===== src/rtl/game_pkg.sv =====
// Shared game definitions: player life states and default tuning constants.
package game_pkg;

    typedef enum logic [1:0] {
        IDLE,
        INVULN,
        ALIVE,
        DEAD
    } life_state_t;

    localparam int unsigned DEF_LIVES         = 3;
    localparam int unsigned DEF_MAX_LIVES     = 5;
    localparam int unsigned DEF_INVULN_FRAMES = 120;
    localparam int unsigned DEF_BLINK_FRAMES  = 8;

endpackage


===== src/rtl/frame_timer.sv =====
// Loadable frame down-counter. expire pulses on the frame tick that takes
// the count from 1 to 0; a load in the same cycle wins over the tick.
module frame_timer #(
    parameter int unsigned W = 8
) (
    input  logic         Clk,
    input  logic         Reset,
    input  logic         load,
    input  logic [W-1:0] load_val,
    input  logic         frame_tick,
    output logic         expire
);

    logic [W-1:0] count;

    // expire is independent of load so the owner may reload on expire
    assign expire = frame_tick && (count == W'(1));

    // Count register: load has priority, otherwise decrement on tick down to 0
    always_ff @(posedge Clk) begin
        if (Reset) begin
            count <= '0;
        end else if (load) begin
            count <= load_val;
        end else if (frame_tick && (count != '0)) begin
            count <= count - W'(1);
        end
    end

endmodule


===== src/rtl/player_life_ctrl.sv =====
// Player life controller: lives bookkeeping, post-hit invincibility window,
// sprite blink and the player_die level consumed by the game FSM.
module player_life_ctrl
    import game_pkg::*;
#(
    parameter int unsigned LIVES         = DEF_LIVES,
    parameter int unsigned MAX_LIVES     = DEF_MAX_LIVES,
    parameter int unsigned INVULN_FRAMES = DEF_INVULN_FRAMES,
    parameter int unsigned BLINK_FRAMES  = DEF_BLINK_FRAMES,
    localparam int unsigned LW           = $clog2(MAX_LIVES + 1)
) (
    input  logic          Clk,
    input  logic          Reset,
    input  logic          game_active,
    input  logic          frame_tick,
    input  logic          hit,
    input  logic          bonus,
    output logic [LW-1:0] lives,
    output logic          player_die,
    output logic          invincible,
    output logic          visible
);

    localparam int unsigned TW = $clog2(INVULN_FRAMES + 1);
    localparam int unsigned BW = $clog2(BLINK_FRAMES + 1);
    localparam logic [LW:0] MAX_W = (LW + 1)'(MAX_LIVES);

    life_state_t   state;
    logic [LW:0]   sum;
    logic [LW:0]   sat;
    logic [LW:0]   net;
    logic          enter_invuln;
    logic          stay_invuln;
    logic          inv_load;
    logic [TW-1:0] inv_val;
    logic          inv_expire;
    logic          blink_load;
    logic [BW-1:0] blink_val;
    logic          blink_expire;

    // Lives arithmetic and timer control derived from the current state
    always_comb begin
        sum          = {1'b0, lives} + {{LW{1'b0}}, bonus};
        sat          = (sum > MAX_W) ? MAX_W : sum;
        net          = sat - {{LW{1'b0}}, hit};
        enter_invuln = game_active &&
                       ((state == IDLE) ||
                        ((state == ALIVE) && hit && (net != '0)));
        stay_invuln  = game_active && (state == INVULN) && !inv_expire;
        // Timers are held at zero whenever the FSM is not counting in INVULN
        inv_load     = !stay_invuln;
        inv_val      = enter_invuln ? TW'(INVULN_FRAMES) : '0;
        blink_load   = !stay_invuln || blink_expire;
        blink_val    = (enter_invuln || stay_invuln) ? BW'(BLINK_FRAMES) : '0;
    end

    frame_timer #(.W(TW)) u_invuln_timer (
        .Clk        (Clk),
        .Reset      (Reset),
        .load       (inv_load),
        .load_val   (inv_val),
        .frame_tick (frame_tick),
        .expire     (inv_expire)
    );

    frame_timer #(.W(BW)) u_blink_timer (
        .Clk        (Clk),
        .Reset      (Reset),
        .load       (blink_load),
        .load_val   (blink_val),
        .frame_tick (frame_tick),
        .expire     (blink_expire)
    );

    // Life FSM with registered outputs; game_active low forces IDLE
    always_ff @(posedge Clk) begin
        if (Reset || !game_active) begin
            state      <= IDLE;
            lives      <= LW'(LIVES);
            player_die <= 1'b0;
            invincible <= 1'b0;
            visible    <= 1'b1;
        end else begin
            case (state)
                IDLE: begin
                    state      <= INVULN;
                    lives      <= LW'(LIVES);
                    invincible <= 1'b1;
                    visible    <= 1'b1;
                end
                INVULN: begin
                    lives <= sat[LW-1:0];
                    if (inv_expire) begin
                        state      <= ALIVE;
                        invincible <= 1'b0;
                        visible    <= 1'b1;
                    end else if (blink_expire) begin
                        visible <= ~visible;
                    end
                end
                ALIVE: begin
                    if (hit && (net == '0)) begin
                        state      <= DEAD;
                        lives      <= '0;
                        player_die <= 1'b1;
                        visible    <= 1'b0;
                    end else if (hit) begin
                        state      <= INVULN;
                        lives      <= net[LW-1:0];
                        invincible <= 1'b1;
                        visible    <= 1'b1;
                    end else begin
                        lives <= net[LW-1:0];
                    end
                end
                DEAD: begin
                    lives      <= '0;
                    player_die <= 1'b1;
                    invincible <= 1'b0;
                    visible    <= 1'b0;
                end
                default: begin
                    state      <= IDLE;
                    lives      <= LW'(LIVES);
                    player_die <= 1'b0;
                    invincible <= 1'b0;
                    visible    <= 1'b1;
                end
            endcase
        end
    end

endmodule


===== config.mk =====
export PLATFORM = sky130hd
export DESIGN_NAME = player_life_ctrl
export DESIGN_NICKNAME = d
export VERILOG_FILES = /design/src/rtl/game_pkg.sv /design/src/rtl/frame_timer.sv /design/src/rtl/player_life_ctrl.sv
export SDC_FILE = /design/constraint.sdc
export NUM_CORES = 1
export LEC_CHECK = 0
export ABC_AREA = 0
export BUFFER_PORTS_ARGS = -buffer_cell sky130_fd_sc_hd__clkbuf_2
export CORE_UTILIZATION = 60
export CTS_CLUSTER_SIZE = 24
export DETAILED_ROUTE_END_ITERATION = 6
export HOLD_SLACK_MARGIN = 0.08
export PLACE_DENSITY = 0.81
export SYNTH_ARGS = -nofsm -noshare
export SYNTH_HDL_FRONTEND = slang
export SYNTH_SLANG_ARGS = --single-unit
export TNS_END_PERCENT = 30

===== constraint.sdc =====
create_clock -name Clk -period 7.4 [get_ports Clk]
set_input_delay 0.74 -clock Clk [delete_from_list [all_inputs] [get_ports Clk]]
set_output_delay 0.74 -clock Clk [all_outputs]
set_load 0.01 [all_outputs]

# Word-level counts from Yosys, hierarchy flattened

Index checks and enable logic that the tools add are counted.

Eq/ne operators: 12
Add/sub/neg operators: 4
Order comparisons: 1
Reduce and logical (&&, ||, !) cells: 29
Multiplexer cells: 23
Bitwise logic cells: 1

Operators by type and width:

| operator              | count |
|---|---|
| $mux W7               | 3 |
| $mux W4               | 4 |
| $pmux W3 S4           | 1 |
| $logic_and A1 B1 Y1   | 10 |
| $pmux W1 S4           | 2 |
| $reduce_bool A4 Y1    | 2 |
| $eq A7 B1 Y1 const B  | 1 |
| $mux W1               | 7 |
| $reduce_bool A7 Y1    | 1 |
| $sub A7 B1 Y7 const B | 1 |
| $mux W2               | 3 |
| $ne A2 B2 Y1 const B  | 3 |
| $pmux W2 S3           | 1 |
| $reduce_and A3 Y1     | 2 |
| $add A3 B1 Y4         | 1 |
| $eq A2 B2 Y1 const B  | 2 |
| $eq A4 B1 Y1 const B  | 1 |
| $gt A4 B3 Y1 const B  | 1 |
| $logic_not A4 Y1      | 1 |
| $logic_or A1 B1 Y1    | 4 |
| $ne A2 B1 Y1 const B  | 2 |
| $reduce_and A2 Y1     | 2 |
| $reduce_bool A2 Y1    | 2 |
| $sub A4 B1 Y4         | 1 |
| other kinds (10)      | 12 |

Output and inout port bits: 6
Register bits: 19

# Depth between registers and ports, before layout

Gate-level depths: netlist (run 1).

Word-level depth: 11
Mapped depth: 11

# Hierarchy

Synthesis (run 1) repeated with hierarchy kept, for this count alone.

Cell total of the unflattened synthesis: 164
Area total of the unflattened synthesis: 1377.6 µm²

By module, submodules not included:

| module                       | area an instance (µm²) | cells an instance | times used |
|---|---|---|---|
| player_life_ctrl             | 636.9                  | 75                | 1 |
| frame_timer (u_invuln_timer) | 476.7                  | 59                | 1 |
| frame_timer (u_blink_timer)  | 264.0                  | 30                | 1 |

# Worst setup path before layout (run 1)

No wires, ideal clock.

Path type: input-to-reg
Start point: input port bonus
End point: register u_invuln_timer.count[3]
Buffers on the path: 0
Slack: 4.618 ns
Cell stages on the path: 11
Arrival time: 2.641 ns
Path through: ha_1 -> ha_1 -> nand2b_1 -> a31oi_1 -> nor2_1 -> ha_1 -> nand2b_1 -> nand3_1 -> or2_2 -> o2111ai_1 -> a211oi_1

Longest elaborated chain between the ends: 10

Ends and longest elaborated chain:

| element               | RTL line               | source |
|---|---|---|
| start, declared       | player_life_ctrl.sv:17 | `input logic bonus,` |
| $add A3 B1 Y4 *       | player_life_ctrl.sv:43 | `sum = {1'b0, lives} + {{LW{1'b0}}, bonus};` |
| $gt A4 B3 Y1          | player_life_ctrl.sv:44 | `sat = (sum > MAX_W) ? MAX_W : sum;` |
| $mux W4 *             | player_life_ctrl.sv:44 |  |
| $sub A4 B1 Y4 *       | player_life_ctrl.sv:45 | `net = sat - {{LW{1'b0}}, hit};` |
| $reduce_bool A4 Y1 *  | player_life_ctrl.sv:48 | `((state == ALIVE) && hit && (net != '0)));` |
| $logic_and A1 B1 Y1 * | player_life_ctrl.sv:48 |  |
| $logic_or A1 B1 Y1 *  | player_life_ctrl.sv:47 | `((state == IDLE) \|\|` |
| $logic_and A1 B1 Y1 * | player_life_ctrl.sv:46 | `enter_invuln = game_active &&` |
| $mux W7 *             | player_life_ctrl.sv:52 | `inv_val = enter_invuln ? TW'(INVULN_FRAMES) : '0;` |
| $mux W7 *             | frame_timer.sv:23      | `end else if (load) begin` |
| end signal, assigned  | frame_timer.sv:24      | `count <= load_val;` |
| end signal, assigned  | frame_timer.sv:26      | `count <= count - W'(1);` |
| end, declared         | frame_timer.sv:14      | `logic [W-1:0] count;` |

Mark *: on every way between the ends. The rest lies on a longest branch, timed or not.
A chain may end at the register's enable or synchronous reset.

# Worst setup path in the final report (run 1)

Start point: input port bonus
End point: register u_invuln_timer.count[4]

The elaborated chain is that of the path after synthesis.

==> impl_metrics.tcl, run 1 <==
set metrics [dict create \
    htree_levels 1 \
    rsz0062_at_grt "no" \
    gp_congestion 0.8528 \
    max_freq_mhz 356.0 \
    slowest_delay_ns 0.38 \
    clkSinkCount 19 \
    syn_to_final_growth_pct 7.841 \
    slew_viol_final 0 \
    cts_inserted_buffers 3 \
    grt.total_usage 0.2356 \
    diodes 0 \
    final_cell_mix "19 x dfxtp_1, 15 x nor2_1, 14 x ha_1" \
    path_max_fanout 5 \
    cts.repair.resized 0 \
    grt_pass1_vias 910 \
    io_pins 12 \
    cap_violations 0 \
    hold_viol_final 0 \
    regToRegSetupSlack_ns 4.80 \
    slew_headroom 0.5881 \
    drt-total-wl_mm 2.249 \
    route.vias.total 1041 \
    wire_per_inst_um 12.56 \
    drtPass1Iterations 4 \
    core-area_um2 1942 \
    layout_commonest_cell "dfxtp_1" \
    grt_use_met1 0.3100 \
    drive_gt1_frac 0.1447 \
    outcome "complete, no violations" \
    regArea_um2 380.4 \
    yosysWarnings 0 \
    cpMaxStageDelayCell "o2111ai_1" \
    fin_skew_ns 0.01012 \
    tightest_slew_ns 0.6124 \
    fin_setup_tns_ns 0 \
    min_path_type "reg2reg" \
    fill_cells 155 \
    crit_top_cell "ha_1" \
    fin_util 0.6823 \
    met3_usage 0.04615 \
    die_width_um 47.25 \
    hpwl_mm 1.725 \
    die_area_um2 2233 \
    crit_path_cell_trace "clkbuf_2 -> ha_1 -> ha_1 -> nand2b_1 -> a31oi_1 -> nor2_1 -> ha_1 -> nand2b_1 -> nand3_1 -> or2_2 -> o2111ai_1 -> a211oi_1" \
    initial_utilization 0.6327 \
    synth_nets 160 \
    holdPathStages 2 \
    avgSynthCellArea_um2 8.776 \
    ys_ff_latch 19 \
    antenna_found_initial 0 \
    synthCells 140 \
    drt_iter0_drc 18 \
    yosysUniqueCellTypes 42 \
    portBuffers 11 \
    min_to "invincible$_SDFFE_PP0P_" \
    grt_first_pass_wirelength_mm 3.781 \
    path_class "in2reg" \
    fp.dieH_um 47.25 \
    clk_path_buf_depth 2 \
    gr-max-usage-layer "met2" \
    multiInputGateArea_um2 798.3 \
    clockRootBuffer "clkbuf_4" \
    start_kind "input port" \
    met2_usage 0.3890 \
    cts_tree "done" \
    end_kind "flop" \
    fin_crit_sh 0.3796 \
    vias_per_cell 5.816 \
    setup_viol 0 \
    num_rows 16 \
    r2r-end "u_invuln_timer.count[4]$_SDFFE_PP0P_" \
    fin_ws_ns 4.591 \
    pre_cts_slack_ns 4.315 \
    fin_nets 173 \
    synthesis.area_um2 1229 \
    cp_top_family "adder cells" \
    r2r-start "lives[0]$_SDFF_PP1_" \
    worstRegToRegCells 11 \
    leakage_nw 0.4982 \
    antenna_left 0 \
    ys_seq_area_frac 0.3096 \
    critPathRequiredTime_ns 7.58 \
    grt_overflow 0 \
    hp-start "invincible$_SDFFE_PP0P_" \
    arrival_ns 2.98 \
    min_period_ns 2.809 \
    grt_max_degree 13 \
    ir_drop_mv 0.1043 \
    cts_setup_buffers 0 \
    path_buf_inv 1 \
    path_clk_slew_ns 0.12 \
    power_density_nw_per_um2 155.6 \
    hold_buffers 0 \
    post-route-drc-count 0 \
    worstSkewPairLatency_ns 0.31 \
]
-- kinds of logic (layout without fill, tap and decap cells) --
family          Yosys count  after routing  synth area share
simple gates             52             52            0.2332
compound gates           38             38            0.2301
flops                    19             19            0.3096
fa+ha+maj                14             14            0.1426
buf+inv                  11             23           0.04073
xor+xnor                  5              5           0.03565
mux                       1              1          0.008147
-- worst reg2reg max path, cell delays in order (launching register included) --
cell	delay (ns)
dfxtp_1	0.33
ha_1	0.19
ha_1	0.35
nand2b_1	0.07
a31oi_1	0.20
nor2_1	0.06
ha_1	0.22
nand2b_1	0.11
nand3_1	0.12
or2_2	0.30
o2111ai_1	0.38
a211oi_1	0.14
-- cells in the mapped netlist, drive strengths merged --
cell type / count / share of area
a2111oi: 1 / 0.0071
a211oi: 8 / 0.053
a21boi: 3 / 0.018
a21o: 2 / 0.012
a21oi: 3 / 0.012
a22oi: 1 / 0.0061
a31oi: 3 / 0.015
and2: 2 / 0.010
and3: 1 / 0.0051
buf: 1 / 0.0092
clkbuf: 2 / 0.0071
dfxtp: 19 / 0.31
ha: 14 / 0.14
inv: 8 / 0.024
mux2i: 1 / 0.0081
nand2: 6 / 0.018
nand2b: 5 / 0.025
nand3: 5 / 0.020
nand4: 1 / 0.0051
nand4bb: 1 / 0.0092
nor2: 15 / 0.046
nor2b: 2 / 0.010
nor3: 7 / 0.029
nor3b: 2 / 0.025
nor4: 1 / 0.0051
o2111ai: 2 / 0.014
o211ai: 5 / 0.035
o21a: 1 / 0.0061
o21ai: 4 / 0.016
o2bb2ai: 1 / 0.0071
o311ai: 2 / 0.014
o31ai: 1 / 0.0061
o41ai: 1 / 0.0071
or2: 2 / 0.010
or3: 2 / 0.014
xnor2: 3 / 0.021
xor2: 2 / 0.014
-- worst max-delay path by stage --
stage / slack (ns) / start / endpoint / cells past startpoint
after floorplan: 4.62 / bonus / u_invuln_timer.count[3]$_SDFFE_PP0P_ / 11
after global placement: 4.41 / bonus / u_invuln_timer.count[3]$_SDFFE_PP0P_ / 12
after detailed placement: 4.31 / bonus / u_invuln_timer.count[4]$_SDFFE_PP0P_ / 12
after CTS: 4.63 / bonus / u_invuln_timer.count[4]$_SDFFE_PP0P_ / 12
after global routing: 4.36 / bonus / u_invuln_timer.count[4]$_SDFFE_PP0P_ / 12
final: 4.59 / bonus / u_invuln_timer.count[4]$_SDFFE_PP0P_ / 12
-- metrics by stage --
step                      total power (W)  instance area, um^2  cells  hold WS (ns)
after floorplan                 0.0001443                 1229    140        0.4840
after global placement          0.0001517                 1297    175        0.4571
after detailed placement        0.0001528                 1297    175        0.4640
after CTS                       0.0002058                 1325    179        0.4834
after global routing            0.0002172                 1325    179        0.5316
final                           0.0002062                 1325    179        0.4822
-- flip-flops by register name, indices dropped and copies added (netlist names) --
signal                count
invincible                1
lives                     3
player_die                1
state                     2
u_blink_timer.count       4
u_invuln_timer.count      7
visible                   1
-- power by group --
group | switching [W] | leakage, nW | internal [W]
logic | 0.0000230 | 0.326 | 0.0000173
registers | 0.00000457 | 0.155 | 0.000106
clock network | 0.0000349 | 0.0177 | 0.0000202
total | 0.0000625 | 0.498 | 0.000144
-- per-layer routing --
metal	up-vias	routed length, um
met5	-	0
li1	535	-
met3	3	54
met4	0	30
met1	489	1068
met2	14	1096
-- layout make-up --
class	count	area share
inverters	8	0.02266
well taps	27	0.02550
multi-input cells	110	0.6025
flip-flops and latches	19	0.2871
clock buffers	3	0.01700
repair buffers	11	0.04155
clock inverters	1	0.003777
Note: power is estimated with default switching activity, not from simulation.
==> inputs of run 2 (changes only) <==
--- a/config.mk
+++ b/config.mk
@@ -7,11 +7,11 @@
 export LEC_CHECK = 0
 export ABC_AREA = 0
 export BUFFER_PORTS_ARGS = -buffer_cell sky130_fd_sc_hd__clkbuf_2
-export CORE_UTILIZATION = 60
+export CORE_UTILIZATION = 57
 export CTS_CLUSTER_SIZE = 24
 export DETAILED_ROUTE_END_ITERATION = 6
 export HOLD_SLACK_MARGIN = 0.08
-export PLACE_DENSITY = 0.81
+export PLACE_DENSITY = 0.77
 export SYNTH_ARGS = -nofsm -noshare
 export SYNTH_HDL_FRONTEND = slang
 export SYNTH_SLANG_ARGS = --single-unit
==> constraint.sdc (replaced) <==
create_clock -name Clk -period 2.9 [get_ports Clk]
set_input_delay 0.29 -clock Clk [delete_from_list [all_inputs] [get_ports Clk]]
set_output_delay 0.29 -clock Clk [all_outputs]
set_load 0.01 [all_outputs]
==> run 2 against run 1 <==
Combinational power grew to 2.6 times the previous value. Core utilization fell by 2.0 points. Clock skew up 0.00067 ns. Clock-buffer cell count is the same. Register-to-register slack got worse by 4.5 ns. Non-clock buffer count stayed put. Critical path type is now reg2reg. Critical endpoint is now u_invuln_timer.count[3]$_SDFFE_PP0P_.
==> impl_metrics.tcl, run 2 (same netlist as run 1, synthesis figures left out) <==
set metrics [dict create \
    fin_nets 173 \
    io_pins 12 \
    min_to "u_invuln_timer.count[6]$_SDFFE_PP0P_" \
    clk_path_buf_depth 2 \
    cts.repair.resized 0 \
    fin_cells 179 \
    antenna_found_initial 0 \
    grt_overflow 0 \
    hold_viol_final 0 \
    fin_setup_tns_ns 0 \
    fp.dieH_um 48.43 \
    multiInputGateArea_um2 798.3 \
    hpwl_mm 1.780 \
    gp_congestion 0.7875 \
    clkSinkCount 19 \
    grt_max_degree 13 \
    path_clk_slew_ns 0.12 \
    setup_viol 0 \
    core-area_um2 2002 \
    portBuffers 11 \
    path_class "reg2reg" \
    arrival_ns 2.81 \
    cts_tree "done" \
    end_kind "flop" \
    fin_skew_ns 0.01079 \
    p_int_w 0.0003666 \
    ir_drop_mv 0.2423 \
    hold_buffers 0 \
    diodes 0 \
    htree_levels 1 \
    place_area_um2 1297 \
    sw_frac_of_total 0.3014 \
    regMostFlops "u_invuln_timer.count" \
    outcome "complete, no violations" \
    syn_to_final_growth_pct 7.841 \
    comb_power_share 0.199 \
    drt-total-wl_mm 2.298 \
    power_density_nw_per_um2 396.0 \
    cts_setup_buffers 0 \
    slew_viol_final 0 \
    regToRegSetupSlack_ns 0.27 \
    r2r-start "lives[0]$_SDFF_PP1_" \
    final_cell_mix "19 x dfxtp_1, 15 x nor2_1, 14 x ha_1" \
    start_kind "flop" \
    wire_per_inst_um 12.84 \
    min_period_ns 2.633 \
    fin_util 0.6619 \
    grt_pass1_vias 999 \
    vias_per_cell 5.838 \
    cts_inserted_buffers 3 \
    route.vias.total 1045 \
    reg_top3 "u_invuln_timer.count: 7 flops, u_blink_timer.count: 4 flops, lives: 3 flops" \
    tightest_slew_ns 0.6035 \
    fin_crit_sh 0.9080 \
    final_area_um2 1325 \
    clockRootBuffer "clkbuf_4" \
    die_width_um 48.43 \
    antenna_left 0 \
    fill_cells 188 \
    grt.total_usage 0.2196 \
    power_w 0.0005248 \
    r2r-end "u_invuln_timer.count[3]$_SDFFE_PP0P_" \
    grt_first_pass_wirelength_mm 4.112 \
    largest_reg_flops 7 \
    slew_headroom 0.5941 \
    die_area_um2 2345 \
    leakage_nw 0.4982 \
    hp-start "Reset" \
    drt_iter0_drc 24 \
    rsz0062_at_grt "no" \
    critPathRequiredTime_ns 3.07 \
    max_freq_mhz 379.8 \
    clock_power_share 0.264 \
    p_sw_w 0.0001582 \
    dp.cells 175 \
    regArea_um2 380.4 \
    cap_violations 0 \
    holdPathStages 2 \
    initial_utilization 0.6137 \
    worstRegToRegCells 11 \
    num_rows 16 \
    worstSkewPairLatency_ns 0.31 \
    seqPwrFrac 0.537 \
    drive_gt1_frac 0.1447 \
    post-route-drc-count 0 \
    min_path_type "in2reg" \
    path_max_fanout 5 \
    layout_commonest_cell "dfxtp_1" \
    drtPass1Iterations 4 \
]
==> run 2: cell counts in the layout (fill, tap and decap cells not counted) <==
Identical to the previous run, type by type.
==> run 2: per-stage QoR <==
step	setup WS (ns)	hold slack, ns
5_1_grt	0.04114	0.3175
6_report	0.2669	0.2927
4_1_cts	0.2686	0.2899
2_1_floorplan	0.5324	0.4781
3_3_place_gp	0.3434	0.4559
3_5_place_dp	0.2208	0.4584
==> run 2: worst max-delay path: stages, from the launching register on <==
cell,delay [ns]
dfxtp_1,0.33
ha_1,0.19
ha_1,0.34
nand2b_1,0.08
a31oi_1,0.21
nor2_1,0.07
ha_1,0.23
nand2b_1,0.11
nand3_1,0.13
or2_2,0.31
o2111ai_1,0.37
a211oi_1,0.13
==> run 2: worst max path at each step <==
stage                        startpoint                              endpoint  slack (ns)  cells past startpoint
global route        lives[0]$_SDFF_PP1_  u_invuln_timer.count[3]$_SDFFE_PP0P_        0.04                     11
floorplan           lives[0]$_SDFF_PP1_  u_invuln_timer.count[3]$_SDFFE_PP0P_        0.53                     11
global placement                  bonus  u_invuln_timer.count[3]$_SDFFE_PP0P_        0.34                     12
finish              lives[0]$_SDFF_PP1_  u_invuln_timer.count[3]$_SDFFE_PP0P_        0.27                     11
CTS                 lives[0]$_SDFF_PP1_  u_invuln_timer.count[3]$_SDFFE_PP0P_        0.27                     11
detailed placement                bonus  u_invuln_timer.count[5]$_SDFFE_PP0P_        0.22                     12
==> run 2: area by class of cell <==
cell class / instances / share of cell area
multi-input cells: 110 / 0.6025
inverters: 8 / 0.02266
clock buffers: 3 / 0.01700
flip-flops and latches: 19 / 0.2871
clock inverters: 1 / 0.003777
well taps: 27 / 0.02550
repair buffers: 11 / 0.04155
==> run 2: power by group through the flow <==
stage / Combinational, W / Sequential [W] / Clock, W
after CTS: 0.000104 / 0.000282 / 0.000142
after global placement: 0.0000997 / 0.000287 / 0
final: 0.000104 / 0.000282 / 0.000138
after floorplan: 0.0000817 / 0.000286 / 0
after global routing: 0.000120 / 0.000284 / 0.000153
after detailed placement: 0.000104 / 0.000288 / 0
==> run 2: per-layer routing <==
metal | up-vias | GRT usage | share of wire
li1 | 539 | - | -
met1 | 476 | 0.2953 | 0.48
met2 | 30 | 0.3709 | 0.48
met3 | 0 | 0.04717 | 0.045
met4 | 0 | 0.02941 | 0
met5 | - | 0 | 0
==> inputs of run 3 (changes only) <==
--- a/config.mk
+++ b/config.mk
@@ -7,6 +7,7 @@
 export LEC_CHECK = 0
 export ABC_AREA = 0
 export BUFFER_PORTS_ARGS = -buffer_cell sky130_fd_sc_hd__clkbuf_2
+export CORE_MARGIN = 8
 export CORE_UTILIZATION = 57
 export CTS_CLUSTER_SIZE = 24
 export DETAILED_ROUTE_END_ITERATION = 6
==> run 3 against run 2 <==
Critical path depth unchanged. Sequential power about the same. Cell count up 0.56%. Via count up 1.4%. Fmax down 2.1%. Non-clock buffer count unchanged. Core utilization down 3.8 points. Sequential share of layout area about the same. Wire length up 8.3%. First-iteration DRC count up 29%. Register-to-register slack worse by 0.06 ns. Critical path type unchanged. Highest routed layer is now met4.
==> impl_metrics.tcl, run 3 (same netlist as run 1, synthesis figures left out) <==
set metrics [dict create \
    cts_setup_buffers 0 \
    grt_overflow 0 \
    drive_gt1_frac 0.1447 \
    hold_viol_final 0 \
    fin_setup_tns_ns 0 \
    slew_viol_final 0 \
    hold_buffers 0 \
    die_area_um2 3898 \
    outcome "complete, no violations" \
    critPathRequiredTime_ns 3.08 \
    drt-total-wl_mm 2.488 \
    r2r-start "lives[0]$_SDFF_PP1_" \
    portBuffers 11 \
    worstSkewPairLatency_ns 0.30 \
    cts_inserted_buffers 3 \
    gp_congestion 0.7967 \
    largest_reg_flops 7 \
    initial_utilization 0.5776 \
    r2r-end "u_invuln_timer.count[3]$_SDFFE_PP0P_" \
    layout_commonest_cell "dfxtp_1" \
    ir_drop_mv 0.2291 \
    die_width_um 62.43 \
    syn_to_final_growth_pct 7.943 \
    core-area_um2 2127 \
    met3_usage 0.03405 \
    met2_usage 0.2122 \
    fp.dieH_um 62.43 \
    num_rows 17 \
    fill_cells 203 \
    hp-start "Reset" \
    clockRootBuffer "clkbuf_4" \
    cap_violations 0 \
    antenna_found_initial 0 \
    sw_frac_of_total 0.3019 \
    min_to "u_invuln_timer.count[4]$_SDFFE_PP0P_" \
    regToRegSetupSlack_ns 0.21 \
    comb_power_share 0.199 \
    gr-max-usage-layer "met2" \
    holdPathStages 2 \
    clkSinkCount 19 \
    p_sw_w 0.0001586 \
    final_cell_mix "19 x dfxtp_1, 15 x nor2_1, 14 x ha_1" \
    hpwl_mm 1.971 \
    reg_top3 "u_invuln_timer.count: 7 flops, u_blink_timer.count: 4 flops, lives: 3 flops" \
    drtPass1Iterations 4 \
    max_freq_mhz 372.0 \
    cts_tree "done" \
    power_density_nw_per_um2 396.0 \
    post-route-drc-count 0 \
    cts.repair.resized 0 \
    seqPwrFrac 0.537 \
    grt_max_degree 13 \
    path_clk_slew_ns 0.11 \
    fin_crit_sh 0.9270 \
    htree_levels 1 \
    start_kind "flop" \
    route.vias.total 1060 \
    path_class "reg2reg" \
    end_kind "flop" \
    arrival_ns 2.87 \
    grt_first_pass_wirelength_mm 4.312 \
    regMostFlops "u_invuln_timer.count" \
    worstRegToRegCells 11 \
    setup_viol 0 \
    clk_path_buf_depth 2 \
    grt_use_met1 0.1566 \
    fin_skew_ns 0.004673 \
    path_max_fanout 5 \
    antenna_left 0 \
    tightest_slew_ns 0.6101 \
    drt_iter0_drc 31 \
    wire_per_inst_um 13.82 \
    grt_pass1_vias 991 \
    slew_headroom 0.5881 \
    fin_nets 173 \
    vias_per_cell 5.889 \
    diodes 0 \
    grt.total_usage 0.1350 \
    min_period_ns 2.688 \
    io_pins 12 \
    p_int_w 0.0003666 \
    clock_power_share 0.265 \
    leakage_nw 0.4982 \
    rsz0062_at_grt "no" \
    whs_ns 0.3040 \
    min_path_type "in2reg" \
]
==> run 3: cell counts in the layout (fill, tap and decap cells not counted) <==
Identical to the previous run, type by type.
==> run 3: area by class of cell <==
cell class	count	area, um^2	share of cell area
well taps	28	35.03	0.02642
multi-input cells	110	798.3	0.6019
clock inverters	1	5.005	0.003774
inverters	8	30.03	0.02264
repair buffers	11	55.05	0.04151
clock buffers	3	22.52	0.01698
flip-flops and latches	19	380.4	0.2868
==> run 3: worst max path at each step <==
stage	startpoint	end	slack [ns]	cells after the start
after floorplan	lives[0]$_SDFF_PP1_	u_invuln_timer.count[3]$_SDFFE_PP0P_	0.53	11
after global placement	bonus	u_invuln_timer.count[4]$_SDFFE_PP0P_	0.33	12
after detailed placement	bonus	u_invuln_timer.count[3]$_SDFFE_PP0P_	0.18	12
after CTS	lives[0]$_SDFF_PP1_	u_invuln_timer.count[3]$_SDFFE_PP0P_	0.25	11
after global routing	lives[0]$_SDFF_PP1_	u_invuln_timer.count[3]$_SDFFE_PP0P_	0.007	11
final	lives[0]$_SDFF_PP1_	u_invuln_timer.count[3]$_SDFFE_PP0P_	0.21	11
==> run 3: worst max-delay path: stages, from the launching register on <==
cell and delay, ns:
dfxtp_1 0.33, ha_1 0.20, ha_1 0.33, a21oi_1 0.17, a31oi_1 0.07, nor2_1 0.12, ha_1 0.23, nand2b_1 0.13
nand3_1 0.13, or2_2 0.31, o2111ai_1 0.41, a211oi_1 0.14
==> run 3: stage by stage <==
step                power [W]  instance area [um^2]  utilization  worst slack [ns]  cells
global route        0.0005553                  1326       0.6235          0.007369    180
floorplan           0.0003682                  1229            -            0.5324    140
global placement    0.0003870                  1299       0.6106            0.3257    176
finish              0.0005252                  1326       0.6235            0.2117    180
detailed placement  0.0003912                  1299       0.6106            0.1793    176
CTS                 0.0005308                  1326       0.6235            0.2501    180
==> run 3: power groups by stage <==
stage,Sequential [W],Combinational (W),Clock (W)
3_5_place_dp,0.000288,0.000104,0
6_report,0.000282,0.000104,0.000139
3_3_place_gp,0.000287,0.0000999,0
5_1_grt,0.000284,0.000118,0.000153
4_1_cts,0.000282,0.000104,0.000145
2_1_floorplan,0.000286,0.0000817,0
==> run 3: metal layers <==
layer	vias up	share of wire
li1	539	-
met2	29	0.45
met1	485	0.46
met3	7	0.056
met4	0	0.032
met5	-	0
